### src/rtl/msx_bus_cycle.sv
// MSX cartridge bus cycle decoder: qualifies filtered /SLTSL,/MREQ,/IORQ,/RD,/WR
// into single-clock memory/IO strobes, latches address/data and drives data_oe.
module msx_bus_cycle #(
  parameter int unsigned QUAL_CYCLES = 2,
  parameter int unsigned TIMEOUT     = 255
) (
  input  logic        clk,
  input  logic        reset_n,
  input  logic        ena,
  input  logic        sltsl_n,
  input  logic        mreq_n,
  input  logic        iorq_n,
  input  logic        rd_n,
  input  logic        wr_n,
  input  logic [15:0] addr,
  input  logic [7:0]  din,
  output logic [15:0] cyc_addr,
  output logic [7:0]  cyc_wdata,
  output logic        mem_rd,
  output logic        mem_wr,
  output logic        io_rd,
  output logic        io_wr,
  output logic        data_oe,
  output logic        busy,
  output logic        timeout
);

  typedef enum logic [1:0] {
    IDLE   = 2'd0,
    QUAL   = 2'd1,
    ACTIVE = 2'd2,
    DRAIN  = 2'd3
  } state_e;

  localparam logic [2:0] QUAL_N  = 3'(QUAL_CYCLES);
  localparam logic [7:0] WD_LAST = 8'(TIMEOUT - 1);

  // Decode, {space, dir}: space 1 = IO, dir 1 = write
  logic       dec_mem, dec_io, dec_rd, dec_wr, dec_valid;
  logic [1:0] dec;

  always_comb begin
    dec_mem   = ~sltsl_n & ~mreq_n & iorq_n;
    dec_io    = ~iorq_n & mreq_n;
    dec_rd    = ~rd_n & wr_n;
    dec_wr    = ~wr_n & rd_n;
    dec_valid = (dec_mem ^ dec_io) & (dec_rd ^ dec_wr);
    dec       = {dec_io, dec_wr};
  end

  state_e      state_q, state_d;
  logic [1:0]  dec_q, dec_d;
  logic [2:0]  qual_cnt_q, qual_cnt_d;
  logic [7:0]  wd_cnt_q, wd_cnt_d;
  logic [15:0] cyc_addr_q, cyc_addr_d;
  logic [7:0]  cyc_wdata_q, cyc_wdata_d;
  logic        mem_rd_q, mem_rd_d;
  logic        mem_wr_q, mem_wr_d;
  logic        io_rd_q, io_rd_d;
  logic        io_wr_q, io_wr_d;
  logic        data_oe_q, data_oe_d;
  logic        busy_q, busy_d;
  logic        timeout_q, timeout_d;
  logic        accept;
  logic        released;

  always_comb begin
    state_d     = state_q;
    dec_d       = dec_q;
    qual_cnt_d  = qual_cnt_q;
    wd_cnt_d    = wd_cnt_q;
    cyc_addr_d  = cyc_addr_q;
    cyc_wdata_d = cyc_wdata_q;
    mem_rd_d    = 1'b0;
    mem_wr_d    = 1'b0;
    io_rd_d     = 1'b0;
    io_wr_d     = 1'b0;
    timeout_d   = 1'b0;
    data_oe_d   = data_oe_q;
    accept      = 1'b0;
    released    = ena & rd_n & wr_n;

    unique case (state_q)
      IDLE: begin
        if (ena && dec_valid) begin
          dec_d      = dec;
          qual_cnt_d = 3'd1;
          if (QUAL_N == 3'd1) accept = 1'b1;
          else                state_d = QUAL;
        end
      end
      QUAL: begin
        if (ena) begin
          if (dec_valid && dec == dec_q) begin
            if (qual_cnt_q + 3'd1 == QUAL_N) accept = 1'b1;
            else                             qual_cnt_d = qual_cnt_q + 3'd1;
          end else begin
            state_d    = IDLE;
            qual_cnt_d = 3'd0;
          end
        end
      end
      ACTIVE: begin
        wd_cnt_d = (wd_cnt_q == 8'hFF) ? wd_cnt_q : wd_cnt_q + 8'd1;
        // Release has priority over a watchdog expiring on the same edge
        if (released) begin
          state_d   = IDLE;
          data_oe_d = 1'b0;
        end else if (wd_cnt_q == WD_LAST) begin
          state_d   = DRAIN;
          timeout_d = 1'b1;
          data_oe_d = 1'b0;
        end
      end
      DRAIN: begin
        if (released) state_d = IDLE;
      end
      default: state_d = IDLE;
    endcase

    if (accept) begin
      state_d     = ACTIVE;
      qual_cnt_d  = 3'd0;
      wd_cnt_d    = '0;
      cyc_addr_d  = addr;
      cyc_wdata_d = din;
      mem_rd_d    = (dec == 2'b00);
      mem_wr_d    = (dec == 2'b01);
      io_rd_d     = (dec == 2'b10);
      io_wr_d     = (dec == 2'b11);
      data_oe_d   = ~dec[0];
    end

    busy_d = (state_d != IDLE);
  end

  always_ff @(posedge clk or negedge reset_n) begin
    if (!reset_n) begin
      state_q     <= IDLE;
      dec_q       <= '0;
      qual_cnt_q  <= '0;
      wd_cnt_q    <= '0;
      cyc_addr_q  <= '0;
      cyc_wdata_q <= '0;
      mem_rd_q    <= 1'b0;
      mem_wr_q    <= 1'b0;
      io_rd_q     <= 1'b0;
      io_wr_q     <= 1'b0;
      data_oe_q   <= 1'b0;
      busy_q      <= 1'b0;
      timeout_q   <= 1'b0;
    end else begin
      state_q     <= state_d;
      dec_q       <= dec_d;
      qual_cnt_q  <= qual_cnt_d;
      wd_cnt_q    <= wd_cnt_d;
      cyc_addr_q  <= cyc_addr_d;
      cyc_wdata_q <= cyc_wdata_d;
      mem_rd_q    <= mem_rd_d;
      mem_wr_q    <= mem_wr_d;
      io_rd_q     <= io_rd_d;
      io_wr_q     <= io_wr_d;
      data_oe_q   <= data_oe_d;
      busy_q      <= busy_d;
      timeout_q   <= timeout_d;
    end
  end

  assign cyc_addr  = cyc_addr_q;
  assign cyc_wdata = cyc_wdata_q;
  assign mem_rd    = mem_rd_q;
  assign mem_wr    = mem_wr_q;
  assign io_rd     = io_rd_q;
  assign io_wr     = io_wr_q;
  assign data_oe   = data_oe_q;
  assign busy      = busy_q;
  assign timeout   = timeout_q;

endmodule

### config.mk
export PLATFORM = sky130hd
export DESIGN_NAME = msx_bus_cycle
export DESIGN_NICKNAME = d
export VERILOG_FILES = /design/src/rtl/msx_bus_cycle.sv
export SDC_FILE = /design/constraint.sdc
export NUM_CORES = 1
export LEC_CHECK = 0
export BUFFER_PORTS_ARGS = -buffer_cell sky130_fd_sc_hd__buf_2
export CORE_MARGIN = 10
export CORE_UTILIZATION = 35
export DETAILED_ROUTE_END_ITERATION = 12
export SETUP_SLACK_MARGIN = 0.1
export SLEW_MARGIN = 20
export SYNTH_ARGS = -nofsm -noshare
export SYNTH_HDL_FRONTEND = slang
export SYNTH_SLANG_ARGS = --single-unit
export TNS_END_PERCENT = 10
### constraint.sdc
create_clock -name clk -period 2.2 [get_ports clk]
set_input_delay 0.44 -clock clk [delete_from_list [all_inputs] [get_ports clk]]
set_output_delay 0.44 -clock clk [all_outputs]
set_load 0.05 [all_outputs]
==> results.yml, run 1 <==
run_status:
  status: "complete, no violations"
placement:
  place_hpwl_mm: 3.33
  placed_cell_area_mm2: 0.00258
  numPortBuffers: 62
  place.gp.congestion: 0.762
setup_path:
  crit_type: "reg -> reg"
  crit_fanout: 15
  worst-path-buf-inv: 1
  cpMaxStageDelayCell: "dfrtp_1"
  crit_required_ns: 2.39
  crit_path_end_kind: "flop"
  cp_data_arrival_time_ns: 2.06
  path_delay_family: "simple AND/OR/NAND/NOR gates"
  worst_path_largest_cell_delay_ns: 0.42
  worst_setup_path_start_kind: "flop"
  crit_path_cell_trace: "ha_1, nand2b_1, nand4_1, nor2_8, buf_12, mux2_2"
clocking:
  cts_num_sinks: 46
  cts_setup_buffers: 0
  htree_levels: 2
  cts_made_buffers: 5
  cts_tree: "done"
  clk_pin_slew_ns: 0.09
  insertion_delay_ns: 0.30
  cts_root_buffer: "clkbuf_8"
  holdBufCountCts: 0
  cts.path.max_buffers: 2
  ctsResizeCount: 0
routing:
  num_vias: 1421
  routed_wl_mm: 4.34
  drc: 0
  first_pass_iters: 4
  first_iter_violations: 94
  ant_nets: 0
  vias_per_cell: 4.61
  wire_per_inst_um: 14.1
finish:
  final_cell_mix: "buf_2, dfrtp_1, mux2_4"
  synthToLayoutAreaGrowth_pct: 24.4
  num-nets-final: 269
  multi_input_area_um2: 931
  fillCellCount: 552
  regArea_mm2: 0.00115
  fin_area_mm2: 0.00267
  final_common_cell: "buf_2"
  drive_gt1_share_pct: 47.2
  utilization_pct: 44.9
  num_antenna_cells: 0
sta:
  rsz0062_at_grt: "false"
  maxSlewViolCount: 0
  hold_viol_final: 0
  skew_ns: 0.00456
  fmax_mhz: 533
  timing.setup.tns_ns: 0
  tightestPinTransition_ns: 0.643
  post-route-period-util_pct: 85.2
  maxSlewHeadroom_pct: 56.7
  post-route-min-period_ns: 1.88
  setup_viol: 0
power:
  p_per_area_mw_per_mm2: 932
  leakagePower_nw: 1.38
  peakVddDrop_mv: 0.420
global_routing:
  grtUsageMet1_pct: 11.6
  grt_max_degree: 47
  met2_usage_pct: 13.5
  grt_pass1_wl_mm: 7.38
  grtUsageTotal_pct: 9.20
  grt_pass1_vias: 1480
  busiest_layer: "met2"
  grt_overflow: 0
  grtUsageMet3_pct: 4.23
  antenna_found_initial: 0
floorplan:
  fp.dieW_um: 98.3
  ioPinCount: 63
  die_h_um: 98.3
  fp-row-count: 28
  dieArea_mm2: 0.00967
  initial_utilization_pct: 36.1
  core_area_mm2: 0.00596
yosys:
  synth_area_mm2: 0.00215
  syn_inst: 159
  ys_types: 38
  ys.warnings.count: 0
  syn_nets: 196
  avgSynthCellArea_um2: 13.5
  ys_seq_elements: 46
  synth_seq_area_share_pct: 53.6
run:
  max-cap-violations: 0
min_path:
  min_path_type: "in -> async"
per-stage QoR:
stage | total power [mW] | instances | hold slack, ns | setup WS (ns)
6_report | 2.49 | 308 | 0.214 | 0.325
5_1_grt | 2.65 | 308 | 0.251 | 0.209
4_1_cts | 2.53 | 308 | 0.229 | 0.327
3_5_place_dp | 2.00 | 300 | 0.488 | 0.0647
3_3_place_gp | 1.99 | 300 | 0.484 | 0.102
2_1_floorplan | 1.78 | 159 | 0.144 | 0.202
cell type report:
| type | count | share of cell area (%) |
|---|---|---|
| flip-flops and latches | 46 | 43.1 |
| multi-input cells | 105 | 34.8 |
| repair buffers | 69 | 14.5 |
| well taps | 75 | 3.51 |
| clock buffers | 5 | 2.57 |
| clock inverters | 3 | 0.796 |
| inverters | 5 | 0.702 |
cell families after synthesis:
kind of cell,Yosys count,synth area share [%]
AND/OR/NAND/NOR,47,13.3
flip-flops,46,53.6
multiplexers,26,16.9
AO/OA/AOI/OAI,19,6.52
XOR/XNOR,8,3.61
buffers and inverters,8,3.09
adder cells (fa/ha/maj),5,2.91
state kept, by name, summed over array words and instances, names as in the netlist:
signal / flops
data_oe: 1
cyc_addr: 16
state_q: 2
mem_wr: 1
io_wr: 1
mem_rd: 1
qual_cnt_q: 3
io_rd: 1
wd_cnt_q: 8
cyc_wdata: 8
timeout: 1
busy: 1
dec_q: 2
worst paths after layout:
path	startpoint	cells past startpoint	slack (ns)	end
setup / recovery	qual_cnt_q[0]$_DFFE_PN0P_	6	0.32	cyc_wdata[2]$_DFFE_PN0P_
max in group asynchronous	reset_n	2	1.61	wd_cnt_q[1]$_DFFE_PN0P_
setup reg to reg	qual_cnt_q[0]$_DFFE_PN0P_	6	0.32	cyc_wdata[2]$_DFFE_PN0P_
min in group clk	addr[4]	2	0.37	cyc_addr[4]$_DFFE_PN0P_
hold / removal	reset_n	2	0.21	cyc_addr[2]$_DFFE_PN0P_
hold reg to reg	data_oe$_DFFE_PN0P_	1	0.51	data_oe$_DFFE_PN0P_
where the power goes:
group | internal [mW] | total, mW | switching, mW
Combinational | 0.312 | 0.833 | 0.521
Sequential | 1.01 | 1.15 | 0.139
Clock | 0.223 | 0.510 | 0.287
routing by layer:
layer,up-vias,share of wire (%)
li1,711,-
met5,-,0
met3,7,8.8
met2,46,43
met4,0,1.5
met1,657,47
cell usage after synthesis, drive strengths merged:
| cell type | count | share of area [%] |
|---|---|---|
| and3 | 6 | 1.7 |
| a211oi | 2 | 0.70 |
| xnor2 | 4 | 2.0 |
| nand2b | 3 | 0.87 |
| o31ai | 1 | 0.35 |
| nor2b | 1 | 0.29 |
| a31oi | 1 | 0.29 |
| a21oi | 4 | 1.5 |
| a21boi | 1 | 0.35 |
| ha | 5 | 2.9 |
| nand3 | 2 | 0.47 |
| or3b | 1 | 0.52 |
| o41ai | 1 | 0.41 |
| o311ai | 1 | 0.41 |
| and4 | 2 | 0.82 |
| and2 | 1 | 0.29 |
| buf | 3 | 2.2 |
| o21ai | 4 | 0.93 |
| a2bb2oi | 1 | 0.41 |
| o31a | 1 | 0.41 |
| dfrtp | 46 | 54 |
| nor3 | 3 | 0.70 |
| mux2 | 26 | 17 |
| nand4 | 6 | 2.4 |
| inv | 5 | 0.87 |
| nor2 | 11 | 2.7 |
| xor2 | 4 | 1.6 |
| nand2 | 7 | 1.2 |
| and2b | 2 | 0.70 |
| a31o | 1 | 0.41 |
| or2 | 2 | 0.58 |
| a32oi | 1 | 0.41 |
worst register-to-register path: stages (launching register included):
cell and delay (ns):
dfrtp_1 0.42, ha_1 0.22, nand2b_1 0.10, nand4_1 0.27
nor2_8 0.22, buf_12 0.17, mux2_2 0.35
Note: power is estimated with default switching activity, not from simulation.
==> run 2, diff against run 1 <==
Settings changed: REMOVE_ABC_BUFFERS from default to 1.
==> results.yml, run 2 (synthesis results as in run 1) <==
run_status:
  status: "complete, no violations"
clocking:
  htree_levels: 2
  holdBufCountCts: 0
  cts_tree: "done"
  insertion_delay_ns: 0.29
  ctsResizeCount: 0
  cts_setup_buffers: 0
  cts.path.max_buffers: 2
  cts_num_sinks: 46
  cts_made_buffers: 5
  clk_pin_slew_ns: 0.08
  cts_root_buffer: "clkbuf_8"
routing:
  first_iter_violations: 56
  wire_per_inst_um: 14.8
  ant_nets: 0
  drc: 0
  routed_wl_mm: 4.62
  num_vias: 1490
  first_pass_iters: 4
  vias_per_cell: 4.79
sta:
  skew_ns: 0.00968
  tightestPinTransition_ns: 0.583
  maxSlewViolCount: 0
  timing.setup.tns_ns: 0
  maxSlewHeadroom_pct: 60.8
  fmax_mhz: 538
  post-route-period-util_pct: 84.5
  hold_slack_ns: 0.0168
  setup_viol: 0
  hold_viol_final: 0
  post-route-min-period_ns: 1.86
  rsz0062_at_grt: "false"
placement:
  place_hpwl_mm: 3.66
  numPortBuffers: 62
  place.gp.congestion: 0.776
  dp_cells: 303
power:
  power_frac_comb_pct: 32.3
  peakVddDrop_mv: 0.388
  total_power_mw: 2.60
  p_int_mw: 1.66
  p_per_area_mw_per_mm2: 958
  p_sw_mw: 0.939
  leakagePower_nw: 1.40
  netSwitchingFraction_pct: 36.1
  p_clk_share_pct: 23.6
  pwr-share-seq_pct: 44.1
floorplan:
  ioPinCount: 63
  fp.dieW_um: 98.3
  fp-row-count: 28
  dieArea_mm2: 0.00967
  die_h_um: 98.3
  core_area_mm2: 0.00596
  initial_utilization_pct: 36.1
global_routing:
  grt_overflow: 0
  grt_pass1_vias: 1605
  grt_max_degree: 22
  antenna_found_initial: 0
  grtUsageTotal_pct: 9.72
  grt_pass1_wl_mm: 7.91
setup_path:
  worst_path_largest_cell_delay_ns: 0.42
  crit_path_end_kind: "flop"
  rr_worst_depth: 6
  crit_start: "qual_cnt_q[0]$_DFFE_PN0P_"
  worst_setup_path_start_kind: "flop"
  r2r_start: "qual_cnt_q[0]$_DFFE_PN0P_"
  crit_fanout: 10
  cpMaxStageDelayCell: "dfrtp_1"
  crit_path_cell_trace: "ha_1, nand2b_1, nand4_1, nor2_8, buf_12, mux2_2"
  cp_data_arrival_time_ns: 2.04
  crit_required_ns: 2.38
  ff2ff_setup_slack_ns: 0.34
  crit_type: "reg -> reg"
finish:
  utilization_pct: 45.6
  synthToLayoutAreaGrowth_pct: 26.4
  final_cell_mix: "buf_2, dfrtp_1, mux2_4"
  drive_gt1_share_pct: 47.5
  num_antenna_cells: 0
  largest_reg_flops: 16
  num-nets-final: 272
  finalNonFillerCells: 311
  final_common_cell: "buf_2"
min_path:
  min_path_type: "in -> async"
run:
  max-cap-violations: 0
## run 2: changes by cell type in the layout (fill, tap and decap cells not counted), sizes merged
cell	before	now
clkinv	2	0
clkbuf	5	6
bufinv	0	1
buf	69	72
## run 2: area by class of cell
class | instances | area (um^2)
well taps | 75 | 93.8
multi-input cells | 105 | 931
repair buffers | 72 | 410
flip-flops and latches | 46 | 1150
clock buffers | 6 | 72.6
inverters | 5 | 18.8
clock inverters | 2 | 37.5
fillers | 566 | 3240
## run 2: per-stage QoR
| stage | setup slack [ns] | instance area, um^2 |
|---|---|---|
| after floorplan | 0.0116 | 2100 |
| after global placement | 0.122 | 2610 |
| after detailed placement | 0.0841 | 2610 |
| after CTS | 0.317 | 2720 |
| after global routing | 0.165 | 2720 |
| final | 0.341 | 2720 |
## run 2: power by group through the flow
stage          registers, mW  logic [mW]  clock network [mW]
6_report                1.15       0.839               0.613
3_3_place_gp            1.16       0.837                   0
4_1_cts                 1.15       0.851               0.642
3_5_place_dp            1.16       0.849                   0
5_1_grt                 1.17       0.912               0.665
2_1_floorplan           1.42       0.356                   0
## run 2: path summary, 6_finish.rpt
path	end
min reg2reg	cyc_addr[15]$_DFFE_PN0P_
max	cyc_wdata[1]$_DFFE_PN0P_
min in group clk	cyc_wdata[6]$_DFFE_PN0P_
min	busy$_DFF_PN0_
max in group asynchronous	wd_cnt_q[1]$_DFFE_PN0P_
max reg2reg	cyc_wdata[1]$_DFFE_PN0P_
## run 2: critical path: cells and delay by family (launching register included)
kind                     cells  cell delay (ns)
AND/OR/NAND/NOR              3             0.62
buffers and inverters        1             0.16
flip-flops                   1             0.42
multiplexers                 1             0.33
adder cells (fa/ha/maj)      1             0.22
## run 2: metal layers
layer / wire length, um / part of all wire (%) / track usage, %
met1: 2050 / 44 / 11.9
met2: 2050 / 44 / 15.0
met5: 0 / 0 / 0
met4: 69 / 1.5 / 3.31
met3: 452 / 9.8 / 4.23
==> run 3, diff against run 2 <==
Clock period 2.2 ns to 1.5 ns, I/O delays scaled along.
==> results.yml, run 3 (synthesis results as in run 1) <==
run_status:
  status: "finished, violations left"
  violations: "setup timing"
finish:
  num_antenna_cells: 0
  num-nets-final: 300
  finalNonFillerCells: 339
  final_common_cell: "buf_2"
  fin_area_mm2: 0.00304
  synthToLayoutAreaGrowth_pct: 41.6
  largest_reg_flops: 16
  final_cell_mix: "buf_2, dfrtp_1, buf_4"
  drive_gt1_share_pct: 56.1
floorplan:
  initial_utilization_pct: 36.1
  core_area_mm2: 0.00596
  ioPinCount: 63
  die_h_um: 98.3
  dieArea_mm2: 0.00967
  fp-row-count: 28
  fp.dieW_um: 98.3
sta:
  maxSlewHeadroom_pct: 71.2
  post-route-min-period_ns: 1.77
  setup_viol: 39
  post-route-period-util_pct: 118
  timing.setup.tns_ns: -7.89
  tightestPinTransition_ns: 0.429
  fmax_mhz: 565
  maxSlewViolCount: 0
  rsz0062_at_grt: "true"
  hold_slack_ns: 0.225
  hold_viol_final: 0
  skew_ns: 0.00967
  setup_ws_ns: -0.271
global_routing:
  grt_pass1_wl_mm: 8.21
  grt_overflow: 0
  grtUsageTotal_pct: 10.1
  antenna_found_initial: 0
  grt_max_degree: 47
  grt_pass1_vias: 1641
placement:
  place_hpwl_mm: 3.67
  dp_cells: 326
  numPortBuffers: 62
  place.gp.congestion: 0.747
  placed_cell_area_mm2: 0.00279
clocking:
  cts_tree: "done"
  insertion_delay_ns: 0.30
  cts_num_sinks: 46
  cts_made_buffers: 5
  clk_pin_slew_ns: 0.09
  htree_levels: 2
  cts_root_buffer: "clkbuf_8"
  cts.path.max_buffers: 2
power:
  p_per_area_mw_per_mm2: 1360
  total_power_mw: 4.13
  peakVddDrop_mv: 0.561
  leakagePower_nw: 1.57
routing:
  first_iter_violations: 47
  vias_per_cell: 4.63
  ant_nets: 0
  drc: 0
  first_pass_iters: 4
  wire_per_inst_um: 14.7
  routed_wl_mm: 4.97
  num_vias: 1569
setup_path:
  crit_required_ns: 1.69
  crit_fanout: 8
  cp_data_arrival_time_ns: 1.96
  crit_type: "reg -> reg"
  crit_path_end_kind: "flop"
  worst_setup_path_start_kind: "flop"
min_path:
  min_path_type: "in -> reg"
run:
  max-cap-violations: 0
## run 3: changes by cell type in the layout (fill, tap and decap cells not counted), moves of 3 or more
cell	previous run	this run
buf_4	8	32
buf_6	0	3
mux2_2	7	2
mux2_4	19	24
## run 3: worst paths after layout
check | start | end | slack, ns | cells after the start
min in group asynchronous | reset_n | wd_cnt_q[6]$_DFFE_PN0P_ | 0.49 | 3
min | addr[12] | cyc_addr[12]$_DFFE_PN0P_ | 0.23 | 2
max reg2reg | qual_cnt_q[1]$_DFFE_PN0P_ | cyc_addr[3]$_DFFE_PN0P_ | -0.27 | 6
min reg2reg | cyc_wdata[7]$_DFFE_PN0P_ | cyc_wdata[7]$_DFFE_PN0P_ | 0.51 | 1
max | qual_cnt_q[1]$_DFFE_PN0P_ | cyc_addr[3]$_DFFE_PN0P_ | -0.27 | 6
max in group asynchronous | reset_n | qual_cnt_q[1]$_DFFE_PN0P_ | 0.77 | 3
## run 3: where the power goes
| part | switching (mW) | internal [mW] |
|---|---|---|
| registers | 0.141 | 1.48 |
| logic | 0.911 | 0.679 |
| clock network | 0.422 | 0.497 |
## run 3: stage by stage
stage               utilization (%)  setup WS (ns)
global route                   51.1         -0.349
CTS                            50.2         -0.267
global placement               46.8         -0.436
floorplan                         -         -0.548
finish                         51.1         -0.271
detailed placement             46.8         -0.464
## run 3: timing repair
item                                   in CTS  in global routing
gates cloned                                0                  1
setup endpoints to repair                  43                 45
endpoints found under the hold margin      46                  0
buffers inserted                            1                  2
hold buffers                                1                  0
resized for setup                          17                  4
pin swaps                                  11                  2
## run 3: cell type report
type | count | area, um^2
flip-flops and latches | 46 | 1150
inverters | 5 | 18.8
clock buffers | 6 | 72.6
fillers | 545 | 2910
clock inverters | 2 | 37.5
repair buffers | 100 | 669
multi-input cells | 105 | 998
well taps | 75 | 93.8
## run 3: critical path, stage by stage (launching register included)
cell and delay, ns:
dfrtp_1 0.41, ha_2 0.20, nand2b_1 0.10, nand4_1 0.22, nor2_8 0.24, clkbuf_16 0.20
mux2_4 0.30
## run 3: routing by layer
metal / global-route usage [%] / share of wire, % / vias up
li1: - / - / 773
met4: 2.32 / 0.72 / 0
met3: 3.81 / 7.9 / 4
met2: 14.5 / 42 / 57
met5: 0 / 0 / -
met1: 13.9 / 49 / 735
